--- config.mk ---
export PLATFORM = sky130hd
export DESIGN_NAME = ahb_dma_copy
export DESIGN_NICKNAME = d
export VERILOG_FILES = /design/src/rtl/ahb_dma_pkg.sv /design/src/rtl/dma_ptrctr.sv /design/src/rtl/ahb_dma_copy.sv
export SDC_FILE = /design/constraint.sdc
export NUM_CORES = 1
export LEC_CHECK = 0
export CORE_MARGIN = 10
export CORE_UTILIZATION = 40
export DETAILED_ROUTE_END_ITERATION = 8
export PLACE_DENSITY = 0.73
export SLEW_MARGIN = 15
export SYNTH_ARGS = -nofsm -noshare
export SYNTH_HDL_FRONTEND = slang
export SYNTH_HIERARCHICAL = 1
export SYNTH_SLANG_ARGS = --single-unit
--- constraint.sdc ---
create_clock -name clk -period 2.24 [get_ports clk]
set_clock_uncertainty 0.1 [all_clocks]
set_input_delay 0.448 -clock clk [delete_from_list [all_inputs] [get_ports clk]]
set_output_delay 0.448 -clock clk [all_outputs]
set_load 0.005 [all_outputs]
--- src/rtl/ahb_dma_pkg.sv ---
// Shared types and AHB-Lite encodings for the single-channel copy engine.
// No ports; imported by dma_ptrctr and ahb_dma_copy.
package ahb_dma_pkg;

  typedef enum logic [2:0] {
    StIdle,
    StRda,  // read address phase
    StRdd,  // read data phase
    StWra,  // write address phase
    StWrd,  // write data phase
    StFin
  } dma_state_t;

  localparam logic [1:0] HTRANS_IDLE   = 2'b00;
  localparam logic [1:0] HTRANS_NONSEQ = 2'b10;
  localparam logic [2:0] HBURST_SINGLE = 3'b000;
  localparam logic [3:0] HPROT_DEFAULT = 4'b0011;

endpackage

--- src/rtl/dma_ptrctr.sv ---
// Loadable source/destination pointers and remaining-word counter.
// Ports:
//   clk, reset         clock and synchronous active-high reset
//   load               capture src_in/dst_in/len_in
//   advance            step both pointers by STRIDE bytes and decrement the count
//   src_ptr, dst_ptr   current byte addresses (wrap modulo 2^PA_BITS)
//   count              words remaining
//   last               count == 1, i.e. the current word is the final one
module dma_ptrctr
  import ahb_dma_pkg::*;
#(
  parameter int unsigned PA_BITS  = 32,
  parameter int unsigned LEN_BITS = 16,
  parameter int unsigned STRIDE   = 8
) (
  input  logic                clk,
  input  logic                reset,
  input  logic                load,
  input  logic                advance,
  input  logic [PA_BITS-1:0]  src_in,
  input  logic [PA_BITS-1:0]  dst_in,
  input  logic [LEN_BITS-1:0] len_in,
  output logic [PA_BITS-1:0]  src_ptr,
  output logic [PA_BITS-1:0]  dst_ptr,
  output logic [LEN_BITS-1:0] count,
  output logic                last
);

  localparam logic [PA_BITS-1:0]  Step = PA_BITS'(STRIDE);
  localparam logic [LEN_BITS-1:0] One  = LEN_BITS'(1);

  logic [PA_BITS-1:0]  src_q, dst_q;
  logic [LEN_BITS-1:0] cnt_q;

  always_ff @(posedge clk) begin
    if (reset) begin
      src_q <= '0;
      dst_q <= '0;
      cnt_q <= '0;
    end else if (load) begin
      src_q <= src_in;
      dst_q <= dst_in;
      cnt_q <= len_in;
    end else if (advance) begin
      src_q <= src_q + Step;
      dst_q <= dst_q + Step;
      cnt_q <= cnt_q - One;
    end
  end

  assign src_ptr = src_q;
  assign dst_ptr = dst_q;
  assign count   = cnt_q;
  assign last    = (cnt_q == One);

endmodule

--- src/rtl/ahb_dma_copy.sv ---
// Single-channel AHB-Lite manager copying Len bus words from SrcAdr to DstAdr,
// one NONSEQ read followed by one NONSEQ write per word.
// Ports:
//   clk, reset                  HCLK and synchronous active-high reset
//   Start, SrcAdr, DstAdr, Len  request; accepted only while idle
//   Busy, Done, Err             status (Err is sticky until the next accepted Start)
//   HADDR..HMASTLOCK            AHB-Lite manager address/control/write-data outputs
//   HRDATA, HREADY, HRESP       AHB-Lite subordinate responses
// Optional: define AHB_DMA_ABORT_EN to add the Abort input, which ends the copy after
// the bus data phase currently in flight.
module ahb_dma_copy
  import ahb_dma_pkg::*;
#(
  parameter int unsigned PA_BITS  = 32,
  parameter int unsigned AHBW     = 64,
  parameter int unsigned LEN_BITS = 16
) (
  input  logic                clk,
  input  logic                reset,
  input  logic                Start,
  input  logic [PA_BITS-1:0]  SrcAdr,
  input  logic [PA_BITS-1:0]  DstAdr,
  input  logic [LEN_BITS-1:0] Len,
`ifdef AHB_DMA_ABORT_EN
  input  logic                Abort,
`endif
  output logic                Busy,
  output logic                Done,
  output logic                Err,
  output logic [PA_BITS-1:0]  HADDR,
  output logic [AHBW-1:0]     HWDATA,
  output logic [AHBW/8-1:0]   HWSTRB,
  output logic                HWRITE,
  output logic [2:0]          HSIZE,
  output logic [2:0]          HBURST,
  output logic [3:0]          HPROT,
  output logic [1:0]          HTRANS,
  output logic                HMASTLOCK,
  input  logic [AHBW-1:0]     HRDATA,
  input  logic                HREADY,
  input  logic                HRESP
);

  localparam logic [2:0] HSizeW = (AHBW == 64) ? 3'd3 : 3'd2;

  dma_state_t          state_q, state_d;
  logic                done_q, err_q;
  logic [AHBW-1:0]     buf_q;
  logic [PA_BITS-1:0]  haddr_q;
  logic                load, advance, capture, err_set, abort_now;
  logic [PA_BITS-1:0]  src_ptr, dst_ptr;
  logic [LEN_BITS-1:0] count;
  logic                last;

  dma_ptrctr #(
    .PA_BITS  (PA_BITS),
    .LEN_BITS (LEN_BITS),
    .STRIDE   (AHBW / 8)
  ) u_ptrctr (
    .clk     (clk),
    .reset   (reset),
    .load    (load),
    .advance (advance),
    .src_in  (SrcAdr),
    .dst_in  (DstAdr),
    .len_in  (Len),
    .src_ptr (src_ptr),
    .dst_ptr (dst_ptr),
    .count   (count),
    .last    (last)
  );

`ifdef AHB_DMA_ABORT_EN
  logic abort_q;
  always_ff @(posedge clk) begin
    if (reset || load) begin
      abort_q <= 1'b0;
    end else if (Abort && Busy) begin
      abort_q <= 1'b1;
    end
  end
  // Only consulted at data-phase completion, so address phases are never cut.
  assign abort_now = abort_q | (Abort & Busy);
`else
  assign abort_now = 1'b0;
`endif

  always_comb begin
    state_d = state_q;
    load    = 1'b0;
    advance = 1'b0;
    capture = 1'b0;
    err_set = 1'b0;
    unique case (state_q)
      StIdle: begin
        if (Start) begin
          load    = 1'b1;
          state_d = (Len == '0) ? StFin : StRda;
        end
      end
      StRda: if (HREADY) state_d = StRdd;
      StRdd: begin
        // Flag on either cycle of the two-cycle error response, leave on the HREADY one.
        if (HRESP) err_set = 1'b1;
        if (HREADY) begin
          if (HRESP || abort_now) begin
            state_d = StFin;
          end else begin
            capture = 1'b1;
            state_d = StWra;
          end
        end
      end
      StWra: if (HREADY) state_d = StWrd;
      StWrd: begin
        if (HRESP) begin
          err_set = 1'b1;
          state_d = StFin;
        end else if (HREADY) begin
          advance = 1'b1;
          state_d = (last || abort_now) ? StFin : StRda;
        end
      end
      StFin:   state_d = StIdle;
      default: state_d = StIdle;
    endcase
  end

  always_ff @(posedge clk) begin
    if (reset) begin
      state_q <= StIdle;
      done_q  <= 1'b0;
      err_q   <= 1'b0;
      buf_q   <= '0;
      haddr_q <= '0;
    end else begin
      state_q <= state_d;
      done_q  <= (state_q == StFin);
      if (load) begin
        err_q <= 1'b0;
      end else if (err_set) begin
        err_q <= 1'b1;
      end
      if (capture) buf_q <= HRDATA;
      haddr_q <= HADDR;
    end
  end

  // HADDR follows the live pointer in address phases and otherwise holds its last value.
  always_comb begin
    unique case (state_q)
      StRda:   HADDR = src_ptr;
      StWra:   HADDR = dst_ptr;
      default: HADDR = haddr_q;
    endcase
  end

  assign HTRANS    = (state_q == StRda || state_q == StWra) ? HTRANS_NONSEQ : HTRANS_IDLE;
  assign HWRITE    = (state_q == StWra);
  assign HWDATA    = buf_q;
  assign HWSTRB    = '1;
  assign HSIZE     = HSizeW;
  assign HBURST    = HBURST_SINGLE;
  assign HPROT     = HPROT_DEFAULT;
  assign HMASTLOCK = 1'b0;
  assign Busy      = (state_q != StIdle);
  assign Done      = done_q;
  assign Err       = err_q;

  logic unused_count;
  assign unused_count = ^count;

endmodule
### Word level (Yosys, flattened, before mapping)

Index checks and enable logic that the tools add are counted.

| word-level totals | value |
|---|---|
| bits in registers | 181 |
| bits of input ports | 149 |
| word-level logic and storage cells | 58 |

| operators by class | value |
|---|---|
| add/sub/neg operators | 3 |
| eq/ne operators | 11 |
| muxes and demuxes | 28 |
| reduce and logical (&&, ||, !) cells | 8 |

Operators with widths:

| cell | count |
|---|---|
| 32-bit two-way mux | 4 |
| 32-bit by 4-bit adder with 32-bit output (second input constant) | 2 |
| 32-bit one-hot mux with 2 select lines | 1 |
| 16-bit two-way mux | 2 |
| 3-bit two-way mux | 9 |
| 16-bit by 1-bit equality test with 1-bit output (second input constant) | 1 |
| 16-bit zero test | 1 |
| 16-bit by 1-bit subtractor with 16-bit output (second input constant) | 1 |
| 3-bit one-hot mux with 5 select lines | 1 |
| 1-bit two-way mux | 10 |
| 3-bit by 2-bit equality test with 1-bit output (second input constant) | 2 |
| 3-bit equality test (second input constant) | 2 |
| 2-bit inequality test (second input constant) | 3 |
| 5-bit AND reduction | 1 |
| 2-bit OR reduction | 2 |
| 3-bit by 1-bit equality test with 1-bit output (second input constant) | 1 |
| 3-bit zero test | 1 |
| 3-bit inequality test (second input constant) | 1 |
| 3-bit nonzero test | 1 |
| 2-bit two-way mux | 1 |
| 2-bit by 1-bit inequality test with 1-bit output (second input constant) | 1 |
| 2-bit nonzero test | 1 |
| 1-bit logical OR | 1 |

### Longest topological paths before layout

| logic depth | value |
|---|---|
| word-level depth | 5 |
| depth in mapped cells | 12 |

### Modules after synthesis

The synthesis kept the hierarchy.

Modules (own cells, without submodules):

| module | instances | cells an instance | area each (µm²) | seq. area each (µm²) |
|---|---|---|---|---|
| dma_ptrctr | 1 | 558 | 4665.7 | 1601.5 |
| ahb_dma_copy | 1 | 521 | 4241.6 | 2021.9 |

### Worst setup path after synthesis

No wires, ideal clock.

| timing path | value |
|---|---|
| kind | register to register |
| start | register state_q[1] |
| end | register u_ptrctr.src_q[28] (netlist: u_ptrctr/src_ptr[28]) |
| setup time | 0.079 ns |
| data arrival time | 2.208 ns |
| required time | 2.061 ns |
| path slack | -0.147 ns |
| cell stages (with the launch flop) | 11 |
| clock period less this slack | 2.387 ns |
| cells stage by stage | dfxtp_1 buf_6 buf_6 buf_4 nor2b_1 and3_1 buf_2 or3b_2 nor2_1 or4b_1 o211ai_1 |

| between the ends | value |
|---|---|
| cells in the longest elaborated chain, start to end | 3 |
| elaborated cells between the ends (all ways) | 6 |
| classes of those cells | 1 x eq/ne; 3 x mux; 2 x reduce/logical |

Ends and longest elaborated chain:

| element | line | text |
|---|---|---|
| from (decl) | ahb_dma_copy.sv:46 | `dma_state_t state_q, state_d;` |
| from (signal assigned) | ahb_dma_copy.sv:131 | `state_q <= StIdle;` |
| from (signal assigned) | ahb_dma_copy.sv:137 | `state_q <= state_d;` |
| 3-bit equality test | ahb_dma_copy.sv:94 | `unique case (state_q)` |
| 1-bit two-way mux | ahb_dma_copy.sv:94 |  |
| net advance | ahb_dma_copy.sv:50 | `logic load, advance, capture, err_set, abort_now;` |
| 2-bit nonzero test (no source line) | - |  |
| to (signal assigned) | dma_ptrctr.sv:41 | `src_q <= src_in;` |
| to (signal assigned) | dma_ptrctr.sv:45 | `src_q <= src_q + Step;` |
| to (decl) | dma_ptrctr.sv:32 | `logic [PA_BITS-1:0] src_q, dst_q;` |

The timed path passes the listed nets, and every way through them passes these cells.
A chain may end at the register's enable or synchronous reset.

### Worst setup path in the final report

| timing path | value |
|---|---|
| start | register state_q[1] |
| end | output port HADDR[4] |

| between the ends | value |
|---|---|
| cells in the longest elaborated chain, start to end | 2 |
| elaborated cells between the ends (all ways) | 3 |
| classes of those cells | 2 x eq/ne; 1 x mux |

Ends and longest elaborated chain:

| element | line | text |
|---|---|---|
| 3-bit by 2-bit equality test with 1-bit output or 3-bit by 1-bit equality test with 1-bit output (tied branches) | ahb_dma_copy.sv:151 | `unique case (state_q)` |
| 32-bit one-hot mux with 2 select lines (*) | ahb_dma_copy.sv:151 |  |
| to (decl) | ahb_dma_copy.sv:30 | `output logic [PA_BITS-1:0] HADDR,` |

Mark *: on every way between the ends. The rest lies on a longest branch, timed or not.

==> reports/metrics.cfg <==
[outcome]
status=finished, violations left
violations=negative setup slack

[clocking]
clkLatencyLatePin_ns=0.43
clock-sinks=181
cts.reportedPaths.clkPinSlew_ns=0.07
root_buffer=clkbuf_16
clock_path_buffers=2
htreeDepth=4
cts_tree=built
cts_buffers=17
cts-hold-fix-buffers=0

[global_route]
antenna_found_initial=1
grt_pass1_wl_mm=46.9
grt_start_max_net_pins=123
gr-usage-all-layers=0.202
grt_pass1_vias=8449
grt-ovfl-total=0

[layout]
layout.cells.most_common=clkdlybuf4s50_1
nNetsFinal=1544
area_growth_pct=51.5
drive_above_1_share=0.205
fillers=1841
final_cell_mix=clkdlybuf4s50_1 (213), nand2_1 (202), dfxtp_1 (179)
fin_area_um2=13500

[sta]
hold_viol_final=0
slew_headroom=0.524
whs_ns=0.353
setup-violations-final=13
setup_slack_ns=-0.128
worst_pin_slew_ns=0.714
post-route-period-util=1.06
fin_crit_ns=2.37
rsz0062_at_grt=yes
drv_slew=0
max_freq_ghz=0.422

[worst_setup_path]
worstPathRequired_ns=1.69
worstPathArrival_ns=1.82
crit_fanout=8
path_class=register to primary output
start_kind=register
endpoint_kind=primary output

[place]
place_congestion=0.922
dpl_cell_area_um2=12000
numPortBuffers=249
place_hpwl_mm=22.7
dp_slack_ns=-0.614

[drt]
firstDrtPassIters=6
drt-initial-drc-count=795
num_vias=9150
ant_nets=0
viasPerCell=5.43
wirelength_mm=32.3
routedWlPerCell_um=19.2
drc=0

[logic_synthesis]
synth.avg_cell_area_um2=8.26
synthCells=1079
ys_warn_count=6
synth-edff-count=0
synthDistinctLibCells=71
ys_ff_latch=181
async_flop_share=0
syn_area_um2=8910
seq_area_frac_synth=0.407
ys.flop_type=dfxtp_1

[floorplan]
die-height_um=169
die_area_um2=28600
io_pins=270
die-width_um=169
num_rows=54
core_area_um2=21900
initial_core_util=0.407

[pwr]
leakage_nw=4.98
finalPower_mw=12.0
power-per-cell-area_nw_per_um2=886
ir_drop_v=0.000464

[worst_hold_path]
hp-class=register to register

[run]
drv_cap=0

-- path summary, 6_finish.rpt --
path / from / cells past startpoint / slack, ns / to
worst max-delay path: state_q[1]$_SDFFE_PP0P_ / 4 / -0.13 / HADDR[4]
worst min-delay path: HWDATA[40]$_SDFFE_PP0P_ / 2 / 0.35 / HWDATA[40]$_SDFFE_PP0P_
worst max register to register: state_q[0]$_SDFFE_PP0P_ / 10 / -0.05 / u_ptrctr/src_ptr[27]$_SDFFE_PP0N_
worst min register to register: HWDATA[40]$_SDFFE_PP0P_ / 2 / 0.35 / HWDATA[40]$_SDFFE_PP0P_
-- report_power, final --
| part | switching, mW | internal [mW] |
|---|---|---|
| Combinational | 2.23 | 2.28 |
| Clock | 1.44 | 1.59 |
| Sequential | 0.675 | 3.75 |
-- registers in the layout, indices dropped and copies added (netlist names) --
signal            cells
haddr_q              32
u_ptrctr/src_ptr     32
state_q               3
HWDATA               64
Err                   1
u_ptrctr/count       16
Done                  1
u_ptrctr/dst_ptr     32
-- synthesized netlist by cell type (6+ instances only) --
cell | count | area share
dfxtp_1 | 181 | 0.41
nor2_1 | 73 | 0.031
or4_1 | 7 | 0.0059
buf_2 | 16 | 0.0090
nand4_1 | 23 | 0.016
buf_4 | 30 | 0.025
xnor2_1 | 17 | 0.017
nand3b_1 | 6 | 0.0051
inv_1 | 31 | 0.013
nor4_1 | 16 | 0.011
nand2_1 | 205 | 0.086
a2111oi_0 | 6 | 0.0059
a211oi_1 | 34 | 0.029
xor2_1 | 15 | 0.015
nor2b_1 | 37 | 0.026
and3_1 | 10 | 0.0070
nor3_1 | 14 | 0.0079
nand3_1 | 14 | 0.0079
o21ai_0 | 42 | 0.024
and4_1 | 15 | 0.015
or3_1 | 7 | 0.0049
nor3b_1 | 8 | 0.0067
a221oi_1 | 6 | 0.0059
mux2i_1 | 40 | 0.045
clkbuf_1 | 40 | 0.017
a21oi_1 | 91 | 0.051
a311oi_1 | 8 | 0.0079
a2111oi_2 | 7 | 0.012
-- final cells by class --
| class | count | area, um2 | area share |
|---|---|---|---|
| diodes | 1 | 2.50 | 0.000185 |
| clock buffers | 17 | 425 | 0.0315 |
| clock inverters | 15 | 160 | 0.0119 |
| inverters | 31 | 124 | 0.00918 |
| multi-input cells | 791 | 5210 | 0.386 |
| flip-flops and latches | 181 | 3630 | 0.269 |
| well taps | 280 | 350 | 0.0260 |
| repair buffers | 369 | 3600 | 0.266 |
-- routing by layer --
layer / global-route usage / wire length (um)
met1: 0.256 / 13700
met2: 0.336 / 15400
met3: 0.0428 / 2410
met4: 0.0612 / 773
met5: 0 / 0
-- cells by family (layout without fill, tap and decap cells) --
group / count (synthesis) / count (layout) / synth area share
compound gates: 232 / 232 / 0.172
xor+xnor: 32 / 32 / 0.0315
fa+ha+maj: 4 / 4 / 0.00562
buf+inv: 125 / 432 / 0.0709
flops: 181 / 181 / 0.407
mux: 40 / 40 / 0.0449
other cells: 2 / 21 / 0.000843
simple gates: 463 / 463 / 0.268
-- what timing repair did --
action                                 CTS  global route
pin swaps                                7            42
gates cloned                             2             4
endpoints found under the hold margin    0             0
buffers inserted                        10            32
gates resized for setup                115           135
setup endpoints to repair               61            90
-- worst max-delay path, cell delays in order (launching register included) --
cell	delay [ns]
dfxtp_4	0.40
buf_12	0.15
mux2i_2	0.16
o21ai_1	0.16
clkdlybuf4s50_1	0.52
-- stage by stage --
stage          TNS (ns)  utilization  std cells
6_report         -0.514        0.617       1685
5_1_grt           -2.50        0.617       1685
4_1_cts           -2.66        0.587       1650
3_5_place_dp     -25.61        0.550       1606
3_3_place_gp     -24.40        0.550       1606
2_1_floorplan    -0.217            -       1097
(Power assumes the default switching activity.)
